## src/rtl/turn_scheduler.sv

```systemverilog
// ---------------------------------------------------------------------------
// turn_scheduler
//   Two-player turn scheduler in front of a shared guess datapath. The active
//   player's switch bank is latched and presented to the datapath for one
//   guess per turn; turns expire after TURN_TICKS cycles. Per-player scores
//   saturate, and a winner is declared once the datapath reports the board as
//   solved.
//
// Optional feature macro: STREAK_BONUS_EN
//   defined   : a correct guess keeps the turn; an incorrect guess passes it.
//   undefined : the turn passes after every guess.
//   A timeout always passes the turn.
//
// Ports
//   i_clk            system clock
//   i_reset          synchronous, active-low reset
//   i_start          level; a rising edge in IDLE or DONE starts a game
//   i_abort          level; returns to IDLE at the next edge
//   i_guess_a        player A switch bank
//   i_guess_b        player B switch bank
//   i_is_correct     datapath result, valid RESULT_LAT cycles after issue
//   i_is_solved      datapath board-solved flag
//   o_guess_out      guess to datapath, zero outside ISSUE/RESULT
//   o_active_player  0 = A, 1 = B
//   o_score_a        player A score
//   o_score_b        player B score
//   o_turn_timeout   one-cycle pulse when a turn expires
//   o_game_done      high while in DONE
//   o_winner         00 none, 01 A, 10 B, 11 tie (valid while o_game_done)
// ---------------------------------------------------------------------------
module turn_scheduler #(
    parameter int WIDTH      = 8,
    parameter int SCORE_W    = 4,
    parameter int TURN_TICKS = 50000000,
    parameter int RESULT_LAT = 1
) (
    input  logic               i_clk,
    input  logic               i_reset,
    input  logic               i_start,
    input  logic               i_abort,
    input  logic [WIDTH-1:0]   i_guess_a,
    input  logic [WIDTH-1:0]   i_guess_b,
    input  logic               i_is_correct,
    input  logic               i_is_solved,
    output logic [WIDTH-1:0]   o_guess_out,
    output logic               o_active_player,
    output logic [SCORE_W-1:0] o_score_a,
    output logic [SCORE_W-1:0] o_score_b,
    output logic               o_turn_timeout,
    output logic               o_game_done,
    output logic [1:0]         o_winner
);

    localparam int TW = $clog2(TURN_TICKS);
    localparam int LW = $clog2(RESULT_LAT + 1);
    localparam logic [TW-1:0]      TIMER_LOAD = TW'(TURN_TICKS - 1);
    localparam logic [LW-1:0]      LAT_LOAD   = LW'(RESULT_LAT - 1);
    localparam logic [SCORE_W-1:0] SCORE_MAX  = '1;

    typedef enum logic [2:0] {
        S_IDLE,
        S_ARM,
        S_TURN,
        S_ISSUE,
        S_RESULT,
        S_UPDATE,
        S_DONE
    } state_t;

    state_t             r_state;
    logic [TW-1:0]      r_timer;
    logic [LW-1:0]      r_lat;
    logic               r_sample;
    logic [WIDTH-1:0]   r_guess;
    logic               r_active;
    logic [SCORE_W-1:0] r_score_a;
    logic [SCORE_W-1:0] r_score_b;
    logic               r_timeout;
    logic               r_done;
    logic [1:0]         r_winner;
    logic               r_start_q;

    state_t             w_state_next;
    logic [TW-1:0]      w_timer_next;
    logic [LW-1:0]      w_lat_next;
    logic               w_sample_next;
    logic [WIDTH-1:0]   w_guess_next;
    logic               w_active_next;
    logic [SCORE_W-1:0] w_score_a_next;
    logic [SCORE_W-1:0] w_score_b_next;
    logic               w_timeout_next;
    logic               w_done_next;
    logic [1:0]         w_winner_next;

    logic               w_start_rise;
    logic [WIDTH-1:0]   w_active_bank;
    logic [1:0]         w_winner_calc;

    // The inactive bank never reaches the datapath.
    assign w_start_rise  = i_start & ~r_start_q;
    assign w_active_bank = r_active ? i_guess_b : i_guess_a;
    assign w_winner_calc = (r_score_a > r_score_b) ? 2'b01 :
                           (r_score_b > r_score_a) ? 2'b10 : 2'b11;

    // Next-state and next-output logic. Every output is registered, so the
    // values computed here are what the outputs show in the next state.
    // The guess register doubles as o_guess_out: it is loaded on entry to
    // ISSUE and cleared on the way out of RESULT, so it is zero elsewhere.
    always_comb begin
        w_state_next   = r_state;
        w_timer_next   = r_timer;
        w_lat_next     = r_lat;
        w_sample_next  = r_sample;
        w_guess_next   = r_guess;
        w_active_next  = r_active;
        w_score_a_next = r_score_a;
        w_score_b_next = r_score_b;
        w_timeout_next = 1'b0;
        w_done_next    = 1'b0;
        w_winner_next  = 2'b00;

        if (i_abort) begin
            w_state_next = S_IDLE;
            w_guess_next = '0;
        end else begin
            case (r_state)
                S_IDLE, S_DONE: begin
                    if (w_start_rise) begin
                        w_score_a_next = '0;
                        w_score_b_next = '0;
                        w_active_next  = 1'b0;
                        w_state_next   = S_ARM;
                    end
                end
                S_ARM: begin
                    // A bank still nonzero here is a guess carried over from
                    // the previous turn; wait until the switches are cleared.
                    if (i_is_solved) begin
                        w_state_next = S_DONE;
                    end else if (w_active_bank == '0) begin
                        w_timer_next = TIMER_LOAD;
                        w_state_next = S_TURN;
                    end
                end
                S_TURN: begin
                    if (r_timer != '0) begin
                        w_timer_next = r_timer - TW'(1);
                    end
                    // A guess in the last cycle of the turn beats the timeout.
                    if (w_active_bank != '0) begin
                        w_guess_next = w_active_bank;
                        w_state_next = S_ISSUE;
                    end else if (r_timer == '0) begin
                        w_timeout_next = 1'b1;
                        w_active_next  = ~r_active;
                        w_state_next   = S_ARM;
                    end
                end
                S_ISSUE: begin
                    w_lat_next   = LAT_LOAD;
                    w_state_next = S_RESULT;
                end
                S_RESULT: begin
                    if (r_lat == '0) begin
                        w_sample_next = i_is_correct;
                        w_guess_next  = '0;
                        w_state_next  = S_UPDATE;
                    end else begin
                        w_lat_next = r_lat - LW'(1);
                    end
                end
                S_UPDATE: begin
                    if (r_sample) begin
                        if (r_active) begin
                            if (r_score_b != SCORE_MAX) w_score_b_next = r_score_b + SCORE_W'(1);
                        end else begin
                            if (r_score_a != SCORE_MAX) w_score_a_next = r_score_a + SCORE_W'(1);
                        end
                    end
`ifdef STREAK_BONUS_EN
                    if (!r_sample) w_active_next = ~r_active;
`else
                    w_active_next = ~r_active;
`endif
                    w_state_next = S_ARM;
                end
                default: begin
                    w_state_next = S_IDLE;
                    w_guess_next = '0;
                end
            endcase
        end

        // The winner is frozen from the final scores on entry to DONE.
        w_done_next = (w_state_next == S_DONE);
        if (w_state_next == S_DONE) begin
            w_winner_next = (r_state == S_DONE) ? r_winner : w_winner_calc;
        end
    end

    // State and output registers with synchronous active-low reset.
    always_ff @(posedge i_clk) begin
        if (!i_reset) begin
            r_state   <= S_IDLE;
            r_timer   <= TIMER_LOAD;
            r_lat     <= '0;
            r_sample  <= 1'b0;
            r_guess   <= '0;
            r_active  <= 1'b0;
            r_score_a <= '0;
            r_score_b <= '0;
            r_timeout <= 1'b0;
            r_done    <= 1'b0;
            r_winner  <= 2'b00;
            r_start_q <= 1'b0;
        end else begin
            r_state   <= w_state_next;
            r_timer   <= w_timer_next;
            r_lat     <= w_lat_next;
            r_sample  <= w_sample_next;
            r_guess   <= w_guess_next;
            r_active  <= w_active_next;
            r_score_a <= w_score_a_next;
            r_score_b <= w_score_b_next;
            r_timeout <= w_timeout_next;
            r_done    <= w_done_next;
            r_winner  <= w_winner_next;
            r_start_q <= i_start;
        end
    end

    assign o_guess_out     = r_guess;
    assign o_active_player = r_active;
    assign o_score_a       = r_score_a;
    assign o_score_b       = r_score_b;
    assign o_turn_timeout  = r_timeout;
    assign o_game_done     = r_done;
    assign o_winner        = r_winner;

endmodule

```

## config.mk

```make
export PLATFORM = sky130hd
export DESIGN_NAME = turn_scheduler
export DESIGN_NICKNAME = d
export VERILOG_FILES = /design/src/rtl/turn_scheduler.sv
export SDC_FILE = /design/constraint.sdc
export NUM_CORES = 1
export LEC_CHECK = 0
export CAP_MARGIN = 10
export CORE_UTILIZATION = 35
export DETAILED_ROUTE_END_ITERATION = 6
export GPL_TIMING_DRIVEN = 0
export PLACE_DENSITY = 0.54
export REMOVE_ABC_BUFFERS = 1
export SLEW_MARGIN = 20
export SYNTH_ARGS = -nofsm -noshare
export SYNTH_HDL_FRONTEND = slang
export SYNTH_SLANG_ARGS = --single-unit
```

## constraint.sdc

```tcl
create_clock -name i_clk -period 2.7 [get_ports i_clk]
set_input_delay 0.81 -clock i_clk [delete_from_list [all_inputs] [get_ports i_clk]]
set_output_delay 0.81 -clock i_clk [all_outputs]
set_load 0.02 [all_outputs]
```

# ---- After elaboration in Yosys (flattened, before gate mapping)
# Index checks and enable logic that the tools add are counted.
dict set report word_totals {
  regBits 53
  output_inout_bits 21
  elab_cells 103
  inputBits 22
}
dict set report op_classes {
  reduce_logical 21
  addsub 4
  mux 34
  n_eq_ne 22
  n_lt_le_gt_ge 2
  n_bitwise 8
}
# operator count
set ops {}
lappend ops {{26-bit two-way mux} 3}
lappend ops {{26-bit case mux with 2 select lines} 1}
lappend ops {{4-bit two-way mux} 7}
lappend ops {{26-bit logical NOT} 1}
lappend ops {{2-bit != test, second input constant} 13}
lappend ops {{26-bit nonzero test} 1}
lappend ops {{26-bit by 1-bit subtractor with 26-bit output, second input constant} 1}
lappend ops {{8-bit two-way mux} 3}
lappend ops {{8-bit case mux with 3 select lines} 1}
lappend ops {{3-bit two-way mux} 7}
lappend ops {{3-bit case mux with 6 select lines} 1}
lappend ops {{4-bit case mux with 2 select lines} 2}
lappend ops {{3-bit equality test, second input constant} 4}
lappend ops {{6-bit AND reduction} 2}
lappend ops {{5-bit AND reduction} 2}
lappend ops {{4-bit by 1-bit adder with 4-bit output, second input constant} 2}
lappend ops {{4-bit greater-than comparator} 2}
lappend ops {{8-bit logical NOT} 1}
lappend ops {{4-bit != test, second input constant} 2}
lappend ops {{8-bit nonzero test} 1}
lappend ops {{1-bit NOT} 7}
lappend ops {{3-bit by 2-bit equality test with 1-bit output, second input constant} 2}
lappend ops {{1-bit two-way mux} 6}
lappend ops {{3-bit AND reduction} 2}
lappend ops {{other kinds (13)} 17}

# ---- Longest topological paths before layout
# Gate-level depths: netlist (run 1).
dict set report depth {
  word_depth 8
  mapped_depth 9
  mapped_depth_nobuf 8
}

# ---- Least setup slack after synthesis (run 1)
# No wires, ideal clock.
dict set report synth_timing {
  path_kind {input -> register}
  start {input i_guess_a[4]}
  end {register r_timer[25]}
  n_path_buf 1
  setup_time_ns 0.139
  slack_ns -0.089
  required_ns 2.561
  t_arrival_ns 2.650
  stages 7
  path_cell_list {or4_1 > nor3_2 > o211a_1 > o211ai_1 > clkbuf_1 > o31a_1 > nand3b_1}
}
dict set report synth_between {
  elab_chain_len 4
}
# element line_no
set synth_lines {}
lappend synth_lines {{start, declared} 41} ;# input logic [WIDTH-1:0] i_guess_a,
lappend synth_lines {{8-bit two-way mux} 101} ;# assign w_active_bank = r_active ? i_guess_b : i_guess_a;
lappend synth_lines {{8-bit logical NOT} 140} ;# end else if (w_active_bank == '0) begin
lappend synth_lines {{2-bit != test (no source line)} --}
lappend synth_lines {{5-bit AND reduction (no source line)} --}
lappend synth_lines {{end signal, assigned} 218} ;# r_timer <= w_timer_next;
lappend synth_lines {{end, declared} 71} ;# logic [TW-1:0] r_timer;
# No other way between the ends.
# A chain may end at the register's enable or synchronous reset.

# ---- Worst setup path in the final report (run 1)
dict set report layout_timing {
  start {input i_guess_a[2]}
  end {register r_timer[17]}
}
# Same word-level chain as after synthesis.

==> results of run 1 <==
==> how the worst min path moves through the flow <==
stage,to,slack [ns]
final,r_timer[11],0.49
after global routing,o_winner[0],0.54
after CTS,r_timer[11],0.49
after detailed placement,r_timer[10],0.48
after global placement,r_timer[11],0.47
after floorplan,r_timer[11],0.45
==> metrics by stage <==
step                      setup WS [ns]  utilization  std cells
after floorplan                  -0.450            -        302
after global routing           0.000471        0.472        468
after global placement            -1.35        0.424        446
final                            0.0726        0.472        468
after CTS                        0.0126        0.463        465
after detailed placement          -1.40        0.425        446
==> state kept, by name, indices dropped and copies added, names as in the netlist <==
register,count
o_winner,2
r_timer,26
o_active_player,1
o_guess_out,8
r_start_q,1
r_sample,1
o_game_done,1
o_score_a,4
r_state,3
o_turn_timeout,1
o_score_b,4
==> cell usage after synthesis (4+ instances only) <==
master    number  area share
nor4_1         7       0.016
nand3_1       13       0.024
or3_1         11       0.025
mux2_2         8       0.033
or3_2          4       0.011
inv_1         11       0.015
or4_1         10       0.027
o211ai_1       7       0.019
nor2_1        33       0.045
a22oi_1        9       0.024
a21oi_1       11       0.020
nand2b_1       5       0.011
xor2_1         9       0.028
nand2_1       14       0.019
dfxtp_1       52        0.38
o31ai_1        5       0.014
nor3_1         4      0.0072
o21ai_0       16       0.029
clkbuf_1       6      0.0081
nor2b_1        4      0.0090
ha_1           8       0.036
xnor2_1        4       0.013
==> cell type report <==
class | instances | area (um2)
clock buffers | 6 | 72.6
clock inverters | 2 | 35.0
fillers | 787 | 4060
inverters | 11 | 41.3
multi-input cells | 239 | 1780
flip-flops and latches | 52 | 1040
well taps | 102 | 128
repair buffers | 56 | 531
==> power by group through the flow <==
stage | clock, mW | sequential, mW | combinational [mW]
floorplan | 0 | 0.791 | 0.0390
global placement | 0 | 0.792 | 0.0887
detailed placement | 0 | 0.792 | 0.0891
CTS | 0.553 | 0.775 | 0.0910
global route | 0.586 | 0.776 | 0.100
finish | 0.539 | 0.775 | 0.0903
==> worst max-delay path, cell delays in order <==
cell,delay (ns)
clkdlybuf4s15_1,0.18
or4_4,0.49
nor3_4,0.25
o211a_4,0.22
o211ai_1,0.11
buf_4,0.19
buf_12,0.13
or4_4,0.42
nand3_2,0.09
==> cells by family (layout without fill, tap and decap cells) <==
| group | Yosys count | after routing | share of synthesized area |
|---|---|---|---|
| AO/OA/AOI/OAI | 71 | 71 | 0.183 |
| XOR/XNOR | 13 | 13 | 0.0412 |
| adder cells (fa/ha/maj) | 8 | 8 | 0.0362 |
| buffers and inverters | 21 | 75 | 0.0335 |
| flip-flops | 52 | 52 | 0.376 |
| multiplexers | 11 | 11 | 0.0434 |
| AND/OR/NAND/NOR | 136 | 136 | 0.287 |
==> layer usage <==
layer,part of all wire,vias to the layer above,global-route usage
met4,0.012,0,0.0503
met1,0.49,1148,0.226
met3,0.033,6,0.0278
met5,0,-,0
li1,-,1274,-
met2,0.46,43,0.273
==> repair_timing <==
item | 4_1_cts | 5_1_grt
setup endpoints to repair | 37 | 23
gates resized for setup | 37 | 18
setup buffers | 10 | 4
pin swaps | 8 | 7
cloned | 1 | 0
==> summary.md, run 1 <==
| Metric | Value |
|---|---|
| Status | complete, no violations |
| Core area | 7690 um2 |
| Post-DP Area | 3270 um2 |
| CTS tree | yes |
| Sequential fraction of the synthesis area | 0.376 |
| WL final | 6580 um |
| Vias/cell | between 5 and 6 |
| Grt ovf | 0 |
| Die height | 90.9 um |
| R2R cell count | 6 |
| CTS hold repair buffers | 0 |
| Critical path startpoint | i_guess_a[2] |
| Layout cells sized above 1 | 0.210 |
| Most common cell after layout, fill and taps aside | dfxtp_1 |
| Worst Skew | 0.0100 ns |
| Tot Pwr | around 1.4 mW |
| Hold Crit Class | register to register |
| Area Overhead vs Synth | 31.1% |
| Clock sinks | 52 |
| Initial DRC Count | 102 |
| Post-synth EDFFs | 0 |
| #FFs+latches synth | 52 |
| Clock Power Share | 0.384 |
| Avg Inst Size Synth | 8.87 um2 |
| First-pass GRT wire length | 11200 um |
| Sw Share | 0.225 |
| Most frequent cells in the layout | dfxtp_1, nor2_1, clkdlybuf4s50_1 |
| Total CTS buffers | 5 |
| CP Class | primary input to register |
| Comb power frac | 0.064 |
| Synth unique cells | 58 |
| Post-synth top flop | dfxtp_1 |
| Setup violators final | 0 |
| Hold depth | 2 |
| Slew Viols, Final | 0 |
| DR pass1 iterations | 6 |
| Pint | 1.09 mW |
| R2r startpoint | r_timer[8] |
| WL/cell | 14.1 um |
| Worst skew pair latency | between 0.3 and 0.4 ns |
| Nets | 395 |
| Max-Cap Viols | 0 |
| Mapped Cells | 312 |
| Synthesized area | 2770 um2 |
| Pin count of the biggest net entering global routing | 20 |
| CTS HTree Levels | 2 |
| Critical Path AT | 2.88 ns |
| R2R Setup Slk | 0.17 ns |
| Slew at the pin closest to its max-slew limit | 0.619 ns |
| Crit. End Element | register |
| Sum Neg Setup Slack | 0 ns |
| Final critical-path share of the clock period | 0.973 |
| Dpl hpwl | 4430 um |
| PD cells | 387 nW/um2 |
| Ys Warns | 0 |
| Critical Path Start Type | primary input |
| Reg clk slew, reported paths | 0.10 ns |
| Net switching power | 0.316 mW |
| Critical Path Fanout Max | 5 |
| Worst EP required | ~3.0 ns |
| Root Driver | clkbuf_8 |
| Post-layout instance area | 3630 um2 |
| Seq pwr share | 0.552 |
| Slew headroom | 0.587 |
| I/O pins | 43 |
| Total track usage | 0.167 |
| Vias in the first global route | 2320 |
| Antenna diode count | 0 |
| # rows | 32 |
| PortBufs | between 40 and 50 |
| Worst setup path end | r_timer[17] |
| Final hold viol count | 0 |
| Initial antenna violation count | 0 |
| Min Tclk post-route | 2.63 ns |
| Final ANT Viol Nets | 0 |
| Pleak | around 1.3 nW |
| Hold slack | 0.495 ns |
| Share of synthesized registers carrying an async set or reset | 0 |
| Launch point of the worst hold path | r_timer[11] |
| Initial Util | 0.360 |
| DRC Markers | 0 |
| Via count | 2471 |
| Reg-to-reg endpoint | r_timer[14] |
| FMAX | 0.381 GHz |
| Max rail drop VDD | 0.227 mV |
| Die ar. | 8260 um2 |
| Placer Congestion | 0.761 |
| Clock tree buffer depth | 2 |
| Die X-Extent | between 90 and 100 um |
| RSZ-0062 raised after global routing | no |
(Power assumes the default switching activity.)
==> inputs of run 2 (changes only) <==
Settings changed: REMOVE_ABC_BUFFERS 1 to not set.
==> run 2 against run 1 <==
Effect of this change: design area grew 0.48%; die area unchanged; combinational power rose by 9.2%; largest cell class unchanged.
==> summary.md, run 2 (same netlist as run 1, synthesis figures left out) <==
| Metric | Value |
|---|---|
| Status | complete, no violations |
| Critical Path Fanout Max | 9 |
| CP delay by family, top | buffers and inverters |
| Buf/Inv on CP | 3 |
| Fin cells | around 470 |
| Vias/cell | 5.30 |
| # rows | 32 |
| Placer Congestion | 0.755 |
| Area Overhead vs Synth | 31.8% |
| Root Driver | clkbuf_8 |
| Critical Path AT | around 2.8 ns |
| Nets | 401 |
| Initial DRC Count | 71 |
| Layout Utilization | 0.474 |
| Worst EP required | 2.89 ns |
| Pint | 0.998 mW |
| Max rail drop VDD | approximately 0.16 mV |
| Layout cells sized above 1 | 0.199 |
| Grt ovf | 0 |
| Filler cell count | 780 |
| Dpl hpwl | just under 5000 um |
| Core area | 7690 um2 |
| Initial Util | 0.360 |
| Pleak | 1.28 nW |
| I/O pins | 43 |
| Die ar. | 8260 um2 |
| Clock sinks | 52 |
| CTS tree | yes |
| DR pass1 iterations | 4 |
| Reg clk slew, reported paths | 0.10 ns |
| Vias in the first global route | 2343 |
| Busiest layer in global routing | met2 |
| Final WS setup | ~0.094 ns |
| Slew headroom | 0.407 |
| Die height | 90.9 um |
| PD cells | about 360 nW/um2 |
| Most common cell after layout, fill and taps aside | dfxtp_1 |
| Initial antenna violation count | 0 |
| Slew at the pin closest to its max-slew limit | about 0.88 ns |
| Clock Power Share | 0.345 |
| Antenna diode count | 0 |
| Worst setup slack after placement | -0.854 ns |
| CP Class | primary input to register |
| Final hold viol count | 0 |
| Comb power frac | 0.074 |
| Die X-Extent | 90.9 um |
| CP Cell Sequence | clkdlybuf4s50_1 -> nor4_2 -> and3_4 -> o211a_4 -> o211ai_1 -> buf_4 -> clkbuf_16 -> o31a_1 -> nand3b_1 |
| Total CTS buffers | 5 |
| Critical Path Start Type | primary input |
| Post-Syn Nets | 342 |
| Slowest CP cell | clkdlybuf4s50_1 |
| Total track usage | 0.169 |
| Setup violators final | 0 |
| Pin count of the biggest net entering global routing | 17 |
| WL final | 6910 um |
| Crit. End Element | register |
| GR met2 Demand/Resource | 0.283 |
| Sum Neg Setup Slack | 0 ns |
| Final ANT Viol Nets | 0 |
| Worst skew pair latency | 0.31 ns |
| RSZ-0062 raised after global routing | yes |
| Sw Share | 0.249 |
| PortBufs | 42 |
| Dpl cells | 456 |
| Max reg flops | 26 |
| Most frequent cells in the layout | dfxtp_1, clkdlybuf4s50_1, nor2_1 |
| CTS HTree Levels | 2 |
| Clock tree buffer depth | 2 |
| Hold Crit Class | register to register |
| Met3 Use GR | 0.0303 |
| Met1 GRT Util | 0.225 |
| First-pass GRT wire length | approximately 11000 um |
| Worst Skew | 0.00956 ns |
| Seq pwr share | 0.581 |
| FMAX | 0.384 GHz |
| WL/cell | 14.6 um |
| Max-Cap Viols | 0 |
| CTS hold repair buffers | 0 |
| DRC Markers | 0 |
| Top reg by flops | r_timer |
| Slowest Stage Delay on Critical Path | 0.44 ns |
| Final critical-path share of the clock period | 0.965 |
| Slew Viols, Final | 0 |
| Via count | 2512 |
| Net switching power | 0.331 mW |
| Tot Pwr | 1.33 mW |
| Min Tclk post-route | 2.61 ns |
[run 2: worst register-to-register path, cell delays in order, from the launching register on]
cell	delay, ns
dfxtp_2	0.37
or4_1	0.53
buf_2	0.18
or4_4	0.47
or4_4	0.48
o211ai_4	0.15
buf_12	0.15
xor2_1	0.13
nor2_1	0.05
[run 2: power groups by stage]
stage | Sequential [mW] | Combinational [mW] | Clock (mW)
2_1_floorplan | 0.789 | 0.0430 | 0
6_report | 0.772 | 0.0986 | 0.459
3_5_place_dp | 0.790 | 0.0951 | 0
5_1_grt | 0.773 | 0.108 | 0.504
4_1_cts | 0.772 | 0.0946 | 0.474
3_3_place_gp | 0.790 | 0.0952 | 0
[run 2: metrics by stage]
stage / hold slack (ns) / instance area [um2]
6_report: 0.500 / 3640
5_1_grt: 0.535 / 3640
4_1_cts: 0.500 / 3530
3_5_place_dp: 0.480 / 3330
3_3_place_gp: 0.466 / 3330
2_1_floorplan: 0.453 / 2780
[run 2: final timing paths]
check	startpoint	to	slack, ns	cells past startpoint
max	i_guess_b[4]	r_timer[25]	0.09	9
min	r_timer[11]	r_timer[11]	0.50	2
max reg2reg	r_timer[8]	r_timer[8]	0.09	8
min reg2reg	r_timer[11]	r_timer[11]	0.50	2
[run 2: layout make-up]
class                           count  area, um2  share of cell area
Multi-Input combinational cell    239       1770               0.485
Sequential cell                    52       1040               0.286
Buffer                             10       76.3              0.0209
Clock inverter                      3       18.8             0.00515
Tap cell                          102        128              0.0350
Clock buffer                        5       68.8              0.0189
Timing Repair Buffer               52        500               0.137
Inverter                           11       41.3              0.0113
[run 2: metal layers]
| layer | vias to the layer above | wire length, um |
|---|---|---|
| li1 | 1282 | - |
| met3 | 2 | 180 |
| met5 | - | 0 |
| met4 | 0 | 8 |
| met1 | 1195 | 3390 |
| met2 | 33 | 3340 |
[run 2: repair_timing]
action	in CTS	in global routing
pin swaps	8	11
endpoints found under the setup margin	36	17
buffers inserted	9	2
gates resized for setup	20	21
==> inputs of run 3 (changes only) <==
Settings changed: CAP_MARGIN 10 to not set, CORE_UTILIZATION 35 to 45, PLACE_DENSITY 0.54 to 0.67.
==> run 3 against run 2 <==
Effect of this change: clock skew barely moved; combinational power shrank 1%; global-route usage up 4.8 points; critical path depth fell by 1; routed wire length down 2.1%; maximum frequency down 2.4%; final cell count is 4.6% lower; non-clock buffer count grew 5; clock power up 18%; power grew 6.0%; first-iteration DRC count up 48%; critical endpoint is now r_timer[18].
==> summary.md, run 3 (same netlist as run 1, synthesis figures left out) <==
| Metric | Value |
|---|---|
| Status | complete, no violations |
| Clock tree buffer depth | 2 |
| Most frequent cells in the layout | dfxtp_1, nor2_1, clkdlybuf4s50_1 |
| Reg clk slew, reported paths | roughly 0.10 ns |
| PD cells | 391 nW/um2 |
| Critical Path Start Type | primary input |
| Total track usage | 0.217 |
| Die height | about 80 um |
| CP Cell Sequence | dlygate4sd2_1 -> or4_4 -> nor3_4 -> o211a_1 -> buf_4 -> o211ai_4 -> or3_2 -> a21oi_1 |
| Die X-Extent | 80.4 um |
| Min Tclk post-route | 2.67 ns |
| Worst Skew | 0.00954 ns |
| PortBufs | 42 |
| Post-layout instance area | 3610 um2 |
| Antenna diode count | 0 |
| Pin count of the biggest net entering global routing | 17 |
| R2R cell count | 8 |
| Hold slack | 0.492 ns |
| Vias/cell | 5.68 |
| Worst setup slack after placement | -0.810 ns |
| Final ANT Viol Nets | 0 |
| Hold Crit Class | register to register |
| Dpl hpwl | 4670 um |
| Worst setup path end | r_timer[18] |
| Critical Path AT | 2.91 ns |
| Placer Congestion | 0.778 |
| Die ar. | 6460 um2 |
| Post-Syn Nets | 342 |
| Pleak | 1.30 nW |
| CTS tree | yes |
| DR pass1 iterations | 4 |
| R2r startpoint | r_timer[8] |
| WL/cell | 15.0 um |
| Top reg by flops | r_timer |
| I/O pins | 43 |
| Critical path startpoint | i_guess_a[2] |
| First-pass GRT wire length | 11100 um |
| Final critical-path share of the clock period | 0.989 |
| Post-DP Area | around 3300 um2 |
| Max reg flops | 26 |
| Worst EP required | 2.94 ns |
| Slew headroom | 0.442 |
| Crit. End Element | register |
| CTS HTree Levels | 2 |
| Reg-to-reg endpoint | r_timer[8] |
| Layout cells sized above 1 | 0.194 |
| CP Class | primary input to register |
| Buf/Inv on CP | 2 |
| CTS hold repair buffers | 0 |
| Grt ovf | 0 |
| Core area | just under 6000 um2 |
| Final WS setup | 0.0294 ns |
| CP delay by family, top | simple AND/OR/NAND/NOR gates |
| Slew Viols, Final | 0 |
| Initial Util | 0.467 |
| Final hold viol count | 0 |
| Via count | 2566 |
| Slowest CP cell | or4_4 |
| R2R Setup Slk | 0.06 ns |
| FMAX | ~0.37 GHz |
| CP Depth | 8 |
| Most common cell after layout, fill and taps aside | dfxtp_1 |
| RSZ-0062 raised after global routing | yes |
| Slowest Stage Delay on Critical Path | 0.55 ns |
| WL final | 6770 um |
| Filler cell count | 536 |
| Area Overhead vs Synth | 30.3% |
| Setup violators final | 0 |
| Clock sinks | 52 |
| Tot Pwr | 1.41 mW |
| DRC Markers | 0 |
| Root Driver | clkbuf_8 |
| Critical Path Fanout Max | 10 |
| # rows | 28 |
| Worst skew pair latency | 0.31 ns |
| Total CTS buffers | 5 |
| Nets | 406 |
| Initial antenna violation count | 0 |
| Slew at the pin closest to its max-slew limit | 0.833 ns |
| Launch point of the worst hold path | r_timer[11] |
| Vias in the first global route | 2433 |
| Max rail drop VDD | 0.237 mV |
| Max-Cap Viols | 0 |
| Initial DRC Count | roughly 110 |
-- run 3: changes by cell type in the layout (fill, tap and decap cells not counted), sizes merged --
cell           change
clkinvlp           +1
clkdlybuf4s50      -2
clkdlybuf4s15      -2
clkinv             -2
bufinv             +1
buf                +6
dlymetal6s2s       +2
clkbuf             -1
dlygate4sd2        +2
-- run 3: worst min-delay path by stage --
stage                        to  slack, ns  cells past startpoint
floorplan           r_timer[11]       0.45                      2
global placement    r_timer[11]       0.47                      2
detailed placement  r_timer[11]       0.48                      2
CTS                 r_timer[11]       0.49                      2
global route        r_timer[11]       0.54                      2
finish              r_timer[11]       0.49                      2
-- run 3: metal layers --
| layer | wire [um] | GRT usage | up-vias |
|---|---|---|---|
| met5 | 0 | 0 | - |
| met4 | 22 | 0.0393 | 0 |
| met3 | 242 | 0.0545 | 3 |
| met2 | 3230 | 0.374 | 42 |
| met1 | 3280 | 0.274 | 1231 |
| li1 | - | - | 1290 |
-- run 3: power breakdown --
group          leakage (nW)  internal [mW]  switching (mW)  total [mW]
Combinational         0.824         0.0471          0.0504      0.0974
Clock                0.0541          0.275           0.266       0.540
Sequential            0.420          0.769         0.00306       0.772
Total                  1.30           1.09           0.319        1.41
-- run 3: layout make-up --
cell class	count	area, um2	area share
buffer	9	53.8	0.0149
clock inverter	3	42.5	0.0118
multi-input combinational	239	1720	0.478
tap	75	93.8	0.0260
sequential	52	1040	0.289
inverter	11	41.3	0.0115
clock buffer	5	68.8	0.0191
timing repair buffer	58	539	0.150
-- run 3: worst reg2reg max path, stage by stage, from the launching register on --
cell,delay [ns]
dfxtp_2,0.36
or4_1,0.54
buf_4,0.18
or4_4,0.44
or4_4,0.54
o211ai_4,0.14
buf_6,0.15
xor2_1,0.13
nor2_1,0.05
-- run 3: timing repair --
item / CTS / global route
buffers inserted: 10 / 6
setup endpoints to repair: 36 / 24
gates resized for setup: 18 / 15
pin swaps: 9 / 10
-- run 3: metrics by stage --
stage / utilization / TNS [ns] / instances
finish: 0.609 / 0 / 452
global route: 0.609 / -0.199 / 452
detailed placement: 0.556 / -22.05 / 429
CTS: 0.592 / 0 / 446
floorplan: - / 0 / 312
global placement: 0.556 / -21.04 / 429
